### src/rtl/instr_fetch_pkg.sv
// Shared types for the instruction fetch unit: FSM encoding, default widths and the
// buffered fetch-entry layout.
package instr_fetch_pkg;

  localparam int unsigned IF_ADDR_W = 8;
  localparam int unsigned IF_DATA_W = 32;

  typedef enum logic [1:0] {
    FETCH_IDLE     = 2'd0,
    FETCH_WAIT_MEM = 2'd1,
    FETCH_DRAIN    = 2'd2
  } fetch_state_e;

  typedef struct packed {
    logic [IF_DATA_W-1:0] instr;
    logic [IF_ADDR_W-1:0] pc;
  } fetch_entry_t;

endpackage

### src/rtl/fetch_fifo.sv
// Small synchronous FIFO of fetched entries; clear empties it and wins over push/pop.
module fetch_fifo
  import instr_fetch_pkg::*;
#(
  parameter int unsigned DEPTH = 2,
  parameter type entry_t = fetch_entry_t,
  localparam int unsigned PTR_W = $clog2(DEPTH),
  localparam int unsigned CNT_W = $clog2(DEPTH) + 1
) (
  input  logic             CLK,
  input  logic             RST_N,
  input  logic             push,
  input  entry_t           wdata,
  input  logic             pop,
  input  logic             clear,
  output entry_t           rdata,
  output logic [CNT_W-1:0] count,
  output logic             full,
  output logic             empty
);

  entry_t           mem_q [DEPTH];
  logic [PTR_W-1:0] wr_ptr_q;
  logic [PTR_W-1:0] rd_ptr_q;
  logic [CNT_W-1:0] count_q;
  logic             do_push;
  logic             do_pop;

  assign full    = (count_q == CNT_W'(DEPTH));
  assign empty   = (count_q == '0);
  assign count   = count_q;
  assign rdata   = mem_q[rd_ptr_q];
  assign do_push = push && !full && !clear;
  assign do_pop  = pop && !empty && !clear;

  // DEPTH is a power of two, so the pointers wrap naturally.
  always_ff @(posedge CLK or negedge RST_N) begin
    if (!RST_N) begin
      for (int i = 0; i < DEPTH; i++) begin
        mem_q[i] <= '0;
      end
      wr_ptr_q <= '0;
      rd_ptr_q <= '0;
      count_q  <= '0;
    end else if (clear) begin
      wr_ptr_q <= '0;
      rd_ptr_q <= '0;
      count_q  <= '0;
    end else begin
      if (do_push) begin
        mem_q[wr_ptr_q] <= wdata;
        wr_ptr_q        <= wr_ptr_q + PTR_W'(1);
      end
      if (do_pop) begin
        rd_ptr_q <= rd_ptr_q + PTR_W'(1);
      end
      if (do_push && !do_pop) begin
        count_q <= count_q + CNT_W'(1);
      end else if (do_pop && !do_push) begin
        count_q <= count_q - CNT_W'(1);
      end
    end
  end

endmodule

### src/rtl/instr_fetch_unit.sv
// Turns accepted PC addresses into single-outstanding instruction-memory reads and queues
// the tagged results for decode; FLUSH drops queued entries and any in-flight read.
module instr_fetch_unit
  import instr_fetch_pkg::*;
#(
  parameter int unsigned ADDR_W    = IF_ADDR_W,
  parameter int unsigned DATA_W    = IF_DATA_W,
  parameter int unsigned BUF_DEPTH = 2
) (
  input  logic              CLK,
  input  logic              RST_N,
  input  logic [ADDR_W-1:0] PC_IN,
  input  logic              PC_VALID,
  output logic              PC_READY,
  input  logic              FLUSH,
  output logic              MEM_REQ,
  output logic [ADDR_W-1:0] MEM_ADDR,
  input  logic              MEM_RVALID,
  input  logic [DATA_W-1:0] MEM_RDATA,
  output logic              INSTR_VALID,
  input  logic              INSTR_READY,
  output logic [DATA_W-1:0] INSTR,
  output logic [ADDR_W-1:0] INSTR_PC
);

  localparam int unsigned CNT_W = $clog2(BUF_DEPTH) + 1;

  typedef struct packed {
    logic [DATA_W-1:0] instr;
    logic [ADDR_W-1:0] pc;
  } entry_t;

  fetch_state_e      state_q;
  logic              mem_req_q;
  logic [ADDR_W-1:0] pend_pc_q;

  logic              accept;
  logic              push;
  logic              pop;
  entry_t            push_entry;
  entry_t            head;
  logic [CNT_W-1:0]  fifo_count;
  logic              fifo_full;
  logic              fifo_empty;

  // Accepting only in IDLE with a free slot reserves room for the returning word.
  assign PC_READY = RST_N && (state_q == FETCH_IDLE) && (fifo_count < CNT_W'(BUF_DEPTH))
                    && !FLUSH;
  assign accept     = PC_VALID && PC_READY;
  assign push       = (state_q == FETCH_WAIT_MEM) && MEM_RVALID && !FLUSH;
  assign pop        = INSTR_VALID && INSTR_READY;
  assign push_entry = {MEM_RDATA, pend_pc_q};

  assign MEM_REQ     = mem_req_q;
  assign MEM_ADDR    = pend_pc_q;
  assign INSTR_VALID = !fifo_empty;
  assign INSTR       = head.instr;
  assign INSTR_PC    = head.pc;

  // pend_pc_q is both the request address and the tag of the outstanding read.
  always_ff @(posedge CLK or negedge RST_N) begin
    if (!RST_N) begin
      state_q   <= FETCH_IDLE;
      mem_req_q <= 1'b0;
      pend_pc_q <= '0;
    end else begin
      mem_req_q <= accept;
      if (accept) begin
        pend_pc_q <= PC_IN;
      end
      unique case (state_q)
        FETCH_IDLE: begin
          if (accept) state_q <= FETCH_WAIT_MEM;
        end
        FETCH_WAIT_MEM: begin
          if (MEM_RVALID)  state_q <= FETCH_IDLE;
          else if (FLUSH)  state_q <= FETCH_DRAIN;
        end
        FETCH_DRAIN: begin
          if (MEM_RVALID) state_q <= FETCH_IDLE;
        end
        default: state_q <= FETCH_IDLE;
      endcase
    end
  end

  fetch_fifo #(
    .DEPTH   (BUF_DEPTH),
    .entry_t (entry_t)
  ) u_fifo (
    .CLK   (CLK),
    .RST_N (RST_N),
    .push  (push),
    .wdata (push_entry),
    .pop   (pop),
    .clear (FLUSH),
    .rdata (head),
    .count (fifo_count),
    .full  (fifo_full),
    .empty (fifo_empty)
  );

  a_no_push_when_full: assert property (@(posedge CLK) disable iff (!RST_N)
    !(push && fifo_full));

endmodule

### config.mk
export PLATFORM = sky130hd
export DESIGN_NAME = instr_fetch_unit
export DESIGN_NICKNAME = d
export VERILOG_FILES = /design/src/rtl/instr_fetch_pkg.sv /design/src/rtl/fetch_fifo.sv /design/src/rtl/instr_fetch_unit.sv
export SDC_FILE = /design/constraint.sdc
export NUM_CORES = 1
export LEC_CHECK = 0
export CORE_MARGIN = 3
export CORE_UTILIZATION = 47
export CTS_BUF_LIST = sky130_fd_sc_hd__clkbuf_8
export DETAILED_ROUTE_END_ITERATION = 6
export HOLD_SLACK_MARGIN = 0.08
export PLACE_DENSITY = 0.8
export SYNTH_ARGS = -nofsm -noshare
export SYNTH_HDL_FRONTEND = slang
export SYNTH_SLANG_ARGS = --single-unit
### constraint.sdc
create_clock -name CLK -period 1.7 [get_ports CLK]
set_input_delay 0.255 -clock CLK [delete_from_list [all_inputs] [get_ports CLK]]
set_output_delay 0.255 -clock CLK [all_outputs]
set_load 0.03 [all_outputs]
==> metrics, run 1 <==
status=complete, but fails checks; failing checks=negative setup slack; antenna violations before repair=0; Final Setup Violations=between 100 and 150; layout cell share with drive strength beyond 1=between 50 and 60%; count of non-filler cells in the finished layout=521; most common cell in the netlist=dfrtp_1; Total Routing Usage GR=between 20% and 30%; CP arrival=between 1500 and 2000 ps; unrepaired setup endpoints after global routing=yes; final net count=about 460; largest net degree at the start of global routing=75; area leader, netlist=dfrtp_1; worst hold slack=290.4 ps; Routed Antenna Nets=0; WL/cell=between 15 and 20 microns; later-pin clock latency in the skew report=~360 ps; total nets after synthesis=315; slowest cell on the critical path=dfrtp_2; synthesized instance count=269; Vias=2,708; first-pass detailed-route iteration total=4; vias per cell=between 5 and 6; root buf cell=clkbuf_8; worst path cell trace=buf_12, clkbuf_16, buf_4, mux2_2, buf_6; CTS buffer count=9; final period utilization=112.1%; Ports=between 90 and 100; fin worst setup slack=-205.0 ps; area grow syn2layout=48.32%; max cap viols=0; DRC viols=0; DP Wirelength=approximately 5800 microns; post-layout min period=1905 ps; top cells by count, synth=dfrtp_1 (95), mux2_2 (87), mux2_4 (39); syn_area_per_cell=15.89 sq um; Yosys reg bits=95; leakage=between 0.003 and 0.004 uW; Power Density=between 1000 and 1500 nW/um^2; vias in the first global route=between 2,000 and 3,000; core occupancy in the finished layout=72.36%; asr flop ratio synth=100.0%; first-pass GRT wire length=15,820 microns; die height=slightly above 100 microns; Slew HR=between 30 and 40%; Fill cells=560; Die ar.=~10,000 sq um; top_reg_cell synth=dfrtp_1; clk sinks=95; Worst setup EP type=output port; DRT Wirelength=roughly 10,000 microns; Cells after DPL=480; post-synthesis cell area=~4300 sq um; Die W=roughly 100 microns; maximum vdd drop=about 1000 uV; Max FO, Critical Path=4; Slew Limit Fails=0; Post-synth EDFFs=0; worst-margin pin slew=~940 ps; Worst EP required=approximately 1400 ps; CTS tree=done; Startpoint Class=flop; Hold Crit Class=in2reg; Distinct cells, synth=26; worst setup path class=reg2out; Initial Utilization=between 40% and 50%; CTS Buffer Depth=2; f_max=between 0.5 and 0.6 GHz; GP Congestion=between 0.7 and 0.8; port bufs=96; synth warn=0; Clock Pin Slew Worst Setup and Hold Paths=about 80 ps; top cells by area, synth=dfrtp_1 (56%), mux2_2 (23%), mux2_4 (14%); GRT Residual Overflow=0; final hold vios=0; clk_skew=around 11 ps; core area=a little under 9000 sq um; Crit path largest cell delay=around 460 ps; row cnt=34; Synth top area share=55.60%; sequential fraction of the synthesis area=between 50% and 60%; dpl ws=-403.8 ps; H-tree lvl count=3; Initial DRC Count=96; antenna cells=0
[flip-flops by register name (all words and copies together), names as in the netlist]
register,count
u_fifo.mem_q,80
u_fifo.wr_ptr_q,1
u_fifo.rd_ptr_q,1
state_q,2
MEM_REQ,1
MEM_ADDR,8
u_fifo.count,2
[placed cells by master (no fill, tap or decap), drive strengths merged]
cell type      instances
dlygate4sd2            9
dlygate4sd3            1
clkinv                 1
and2                   1
and3b                  1
a2111oi                1
nor2                   4
clkinvlp               3
mux2                 129
a31oi                  1
nand3b                 2
o21bai                 1
clkdlybuf4s50         44
inv                    2
buf                   87
and3                   1
or3b                   1
nand2                  5
nor2b                  3
dfrtp                 95
clkbuf                13
or4                    1
nor3                   1
xor2                   1
o21ai                  3
nor4                   2
[path summary, 6_finish.rpt]
kind	slack, ps	depth (start not counted)	start	to
max	-200	5	u_fifo.rd_ptr_q$_DFFE_PN0P_	INSTR[9]
max in group asynchronous	260	3	RST_N	u_fifo.rd_ptr_q$_DFFE_PN0P_
max reg2reg	-200	5	state_q[1]$_DFFE_PN0P_	u_fifo.mem_q[56]$_DFFE_PN0P_
min	290	2	FLUSH	u_fifo.rd_ptr_q$_DFFE_PN0P_
min reg2reg	510	1	u_fifo.mem_q[63]$_DFFE_PN0P_	u_fifo.mem_q[63]$_DFFE_PN0P_
min in group asynchronous	500	3	RST_N	MEM_ADDR[2]$_DFFE_PN0P_
[repair_timing]
action / in CTS / in global routing
endpoints found under the setup margin: 98 / 130
endpoints found under the hold margin: 21 / 0
gates cloned: 7 / 4
pin swaps: 4 / 3
gates resized for setup: 324 / 33
hold buffers: 1 / 0
buffers inserted: 20 / 2
[power by group]
part	internal, uW	leakage [uW]	total [uW]	switching (uW)
sequential	2710	0.00124	3000	290
clock	518	0.0000736	1300	778
combinational	1700	0.00178	3120	1420
total	4920	0.00309	7410	2490
[critical path: cells and delay by family (launching register included)]
family / cells / cell delay, ps
buffers and inverters: 4 / 560
flip-flops: 1 / 460
multiplexers: 1 / 270
[layout make-up]
cell class | instances | area (sq um) | area share [%]
sequential | 95 | 2379 | 37.51
multi-input combinational | 158 | 2056 | 32.42
timing repair buffer | 145 | 1608 | 25.36
tap | 108 | 135.1 | 2.131
clock buffer | 9 | 123.9 | 1.953
clock inverter | 5 | 36.28 | 0.5722
inverter | 1 | 3.754 | 0.05919
[per-layer routing]
layer  wire length [microns]  GRT usage (%)  up-vias  part of all wire [%]
met5                       0              0        -                     0
met4                      79          4.397        0                  0.77
met3                     576          5.923        6                   5.6
met2                    5095          33.15       84                    49
met1                    4547          26.52     1378                    44
li1                        -              -     1240                     -
[cells by family (layout without fill, tap and decap cells)]
| kind of cell | after synthesis | after routing | share of synthesized area, % |
|---|---|---|---|
| multiplexers | 129 | 129 | 37.40 |
| flip-flops | 95 | 95 | 55.60 |
| AND/OR/NAND/NOR | 22 | 22 | 3.248 |
| buffers and inverters | 16 | 160 | 2.663 |
| AO/OA/AOI/OAI | 6 | 6 | 0.8781 |
| XOR/XNOR | 1 | 1 | 0.2049 |
[stage by stage]
stage	power [uW]	instance area (sq um)	TNS [ps]
6_report	7413	6341	-11690
4_1_cts	7349	6291	-10180
2_1_floorplan	4742	4275	-1104
3_3_place_gp	5806	5509	-29600
3_5_place_dp	5865	5509	-32460
5_1_grt	7732	6341	-17540
No activity file was read; power rests on OpenSTA's default activity.
==> run 2: changes to the inputs <==
--- a/config.mk
+++ b/config.mk
@@ -5,12 +5,14 @@
 export SDC_FILE = /design/constraint.sdc
 export NUM_CORES = 1
 export LEC_CHECK = 0
+export CELL_PAD_IN_SITES_DETAIL_PLACEMENT = 1
+export CELL_PAD_IN_SITES_GLOBAL_PLACEMENT = 1
 export CORE_MARGIN = 3
-export CORE_UTILIZATION = 47
+export CORE_UTILIZATION = 39
 export CTS_BUF_LIST = sky130_fd_sc_hd__clkbuf_8
 export DETAILED_ROUTE_END_ITERATION = 6
 export HOLD_SLACK_MARGIN = 0.08
-export PLACE_DENSITY = 0.8
+export PLACE_DENSITY = 0.81
 export SYNTH_ARGS = -nofsm -noshare
 export SYNTH_HDL_FRONTEND = slang
 export SYNTH_SLANG_ARGS = --single-unit
==> metrics, run 2 (synthesized netlist as in run 1, its figures left out) <==
dpl ws=-467.8 ps; Ports=between 90 and 100; Sequential Area=around 2400 sq um; first-pass GRT wire length=19,200 microns; Multi-input gate area=2058 sq um; CTS buffer count=9; status=complete, but fails checks; GP Congestion=0.7458; first-pass detailed-route iteration total=4; final period utilization=120.6%; area grow syn2layout=55.72%; worst setup path class=reg2reg; die height=110.7 microns; Total Routing Usage GR=20.23%; antenna cells=0; clk sinks=95; WL/cell=~23 microns; CP arrival=about 2300 ps; Cells after DPL=between 500 and 600; later-pin clock latency in the skew report=around 380 ps; count of non-filler cells in the finished layout=563; Initial DRC Count=between 50 and 60; Die W=about 110 microns; Slew Limit Fails=0; Max FO, Critical Path=6; Crit Reg-Reg Startpoint=state_q[1]$_DFFE_PN0P_; port bufs=96; Hold Crit Class=in2async; fin worst setup slack=-350.5 ps; Initial Utilization=about two fifths; Worst EP required=1960 ps; Fill cells=957; clk_skew=around 13 ps; Startpoint Class=flop; final net count=between 400 and 500; Clock Pin Slew Worst Setup and Hold Paths=roughly 90 ps; maximum vdd drop=roughly 900 uV; Die ar.=about 12,000 sq um; antenna violations before repair=0; most common cell after layout, fill and taps aside=mux2_4; DRC viols=0; vias in the first global route=between 3,000 and 4,000; Routed Antenna Nets=0; reg2reg end=u_fifo.mem_q[42]$_DFFE_PN0P_; root buf cell=clkbuf_8; max cap viols=0; Largest Register=u_fifo.mem_q; final hold vios=0; FF-to-FF setup slack=-350 ps; core area=approximately 11,000 sq um; H-tree lvl count=3; Vias=~2,800; worst-margin pin slew=just under 500 ps; leakage=roughly 0.0032 uW; CTS tree=done; vias per cell=5.060; DRT Wirelength=12,750 microns; post-layout min period=a little over 2000 ps; layout cell share with drive strength beyond 1=59.48%; f_max=a little under 0.5 GHz; unrepaired setup endpoints after global routing=yes; total power draw=7883 uW; row cnt=37; commonest non-fill, non-tap cells in the layout=mux2_4 (104), dfrtp_1 (94), clkdlybuf4s50_1 (44); Largest register FFs=80; Power Density=about 1200 nW/um^2; GRT Residual Overflow=0; CTS Buffer Depth=2; failing checks=negative setup slack; Final Setup Violations=~120; worst hold slack=285.3 ps; FF-to-FF path depth=6; largest net degree at the start of global routing=slightly below 90; Worst setup EP type=flop; DP Wirelength=6443 microns; Slew HR=around 68%
-- run 2: cell types whose count changed in the layout (fill, tap and decap cells not counted), moves of 2 or more --
cell,before,now
buf_12,12,17
buf_16,2,5
clkinvlp_4,3,1
bufinv_16,0,2
buf_2,7,11
-- run 2: area by class of cell --
| class | instances | area share (%) |
|---|---|---|
| Timing Repair Buffer | 157 | 27.40 |
| Clock buffer | 10 | 2.067 |
| Inverter | 1 | 0.05638 |
| Tap cell | 136 | 2.556 |
| Sequential cell | 95 | 35.73 |
| Clock inverter | 6 | 1.278 |
| Multi-Input combinational cell | 158 | 30.92 |
-- run 2: per-stage QoR --
step | area [sq um] | setup TNS (ps) | util, %
global route | 6658 | -30590 | 63.35
CTS | 6555 | -21520 | 62.38
finish | 6658 | -25420 | 63.35
detailed placement | 5522 | -36630 | 52.54
global placement | 5522 | -30630 | 52.54
floorplan | 4275 | -1104 | -
-- run 2: worst max path at each step --
stage / from / endpoint / slack [ps] / cells after the start
floorplan: u_fifo.count[1]$_DFFE_PN0P_ / u_fifo.mem_q[40]$_DFFE_PN0P_ / -30 / 5
global placement: FLUSH / u_fifo.mem_q[12]$_DFFE_PN0P_ / -380 / 5
detailed placement: FLUSH / u_fifo.mem_q[5]$_DFFE_PN0P_ / -470 / 5
CTS: state_q[1]$_DFFE_PN0P_ / u_fifo.mem_q[75]$_DFFE_PN0P_ / -300 / 5
global route: state_q[1]$_DFFE_PN0P_ / u_fifo.mem_q[50]$_DFFE_PN0P_ / -380 / 6
finish: state_q[1]$_DFFE_PN0P_ / u_fifo.mem_q[42]$_DFFE_PN0P_ / -350 / 6
-- run 2: routing by layer --
layer	global-route usage (%)	up-vias	wire, microns
met5	0	-	0
met4	5.829	0	215
met3	6.059	17	548
met2	34.30	85	6581
met1	25.01	1480	5406
li1	-	1267	-
-- run 2: worst max-delay path: stages (launching register included) --
cell and delay (ps):
dfrtp_1 410, buf_6 130, nand3b_1 200, or4_4 570, buf_12 180, buf_8 140, mux2_4 300
-- run 2: where the power goes --
group          internal [uW]  switching (uW)
clock                    864             820
sequential              2710             319
combinational           1700            1480
-- run 2: timing repair --
| item | in CTS | in global routing |
|---|---|---|
| endpoints found under the hold margin | 95 | 0 |
| buffers inserted | 16 | 22 |
| pin swaps | 2 | 5 |
| resized for setup | 243 | 117 |
| setup endpoints to repair | 113 | 131 |
| hold buffers | 1 | 0 |
| gates cloned | 12 | 4 |
==> run 3: changes to the inputs <==
--- a/config.mk
+++ b/config.mk
@@ -5,6 +5,7 @@
 export SDC_FILE = /design/constraint.sdc
 export NUM_CORES = 1
 export LEC_CHECK = 0
+export ABC_CLOCK_PERIOD_IN_PS = 1700
 export CELL_PAD_IN_SITES_DETAIL_PLACEMENT = 1
 export CELL_PAD_IN_SITES_GLOBAL_PLACEMENT = 1
 export CORE_MARGIN = 3
==> results of run 3 <==
Same layout as run 2: the final DEF is identical, and so are final timing and power.
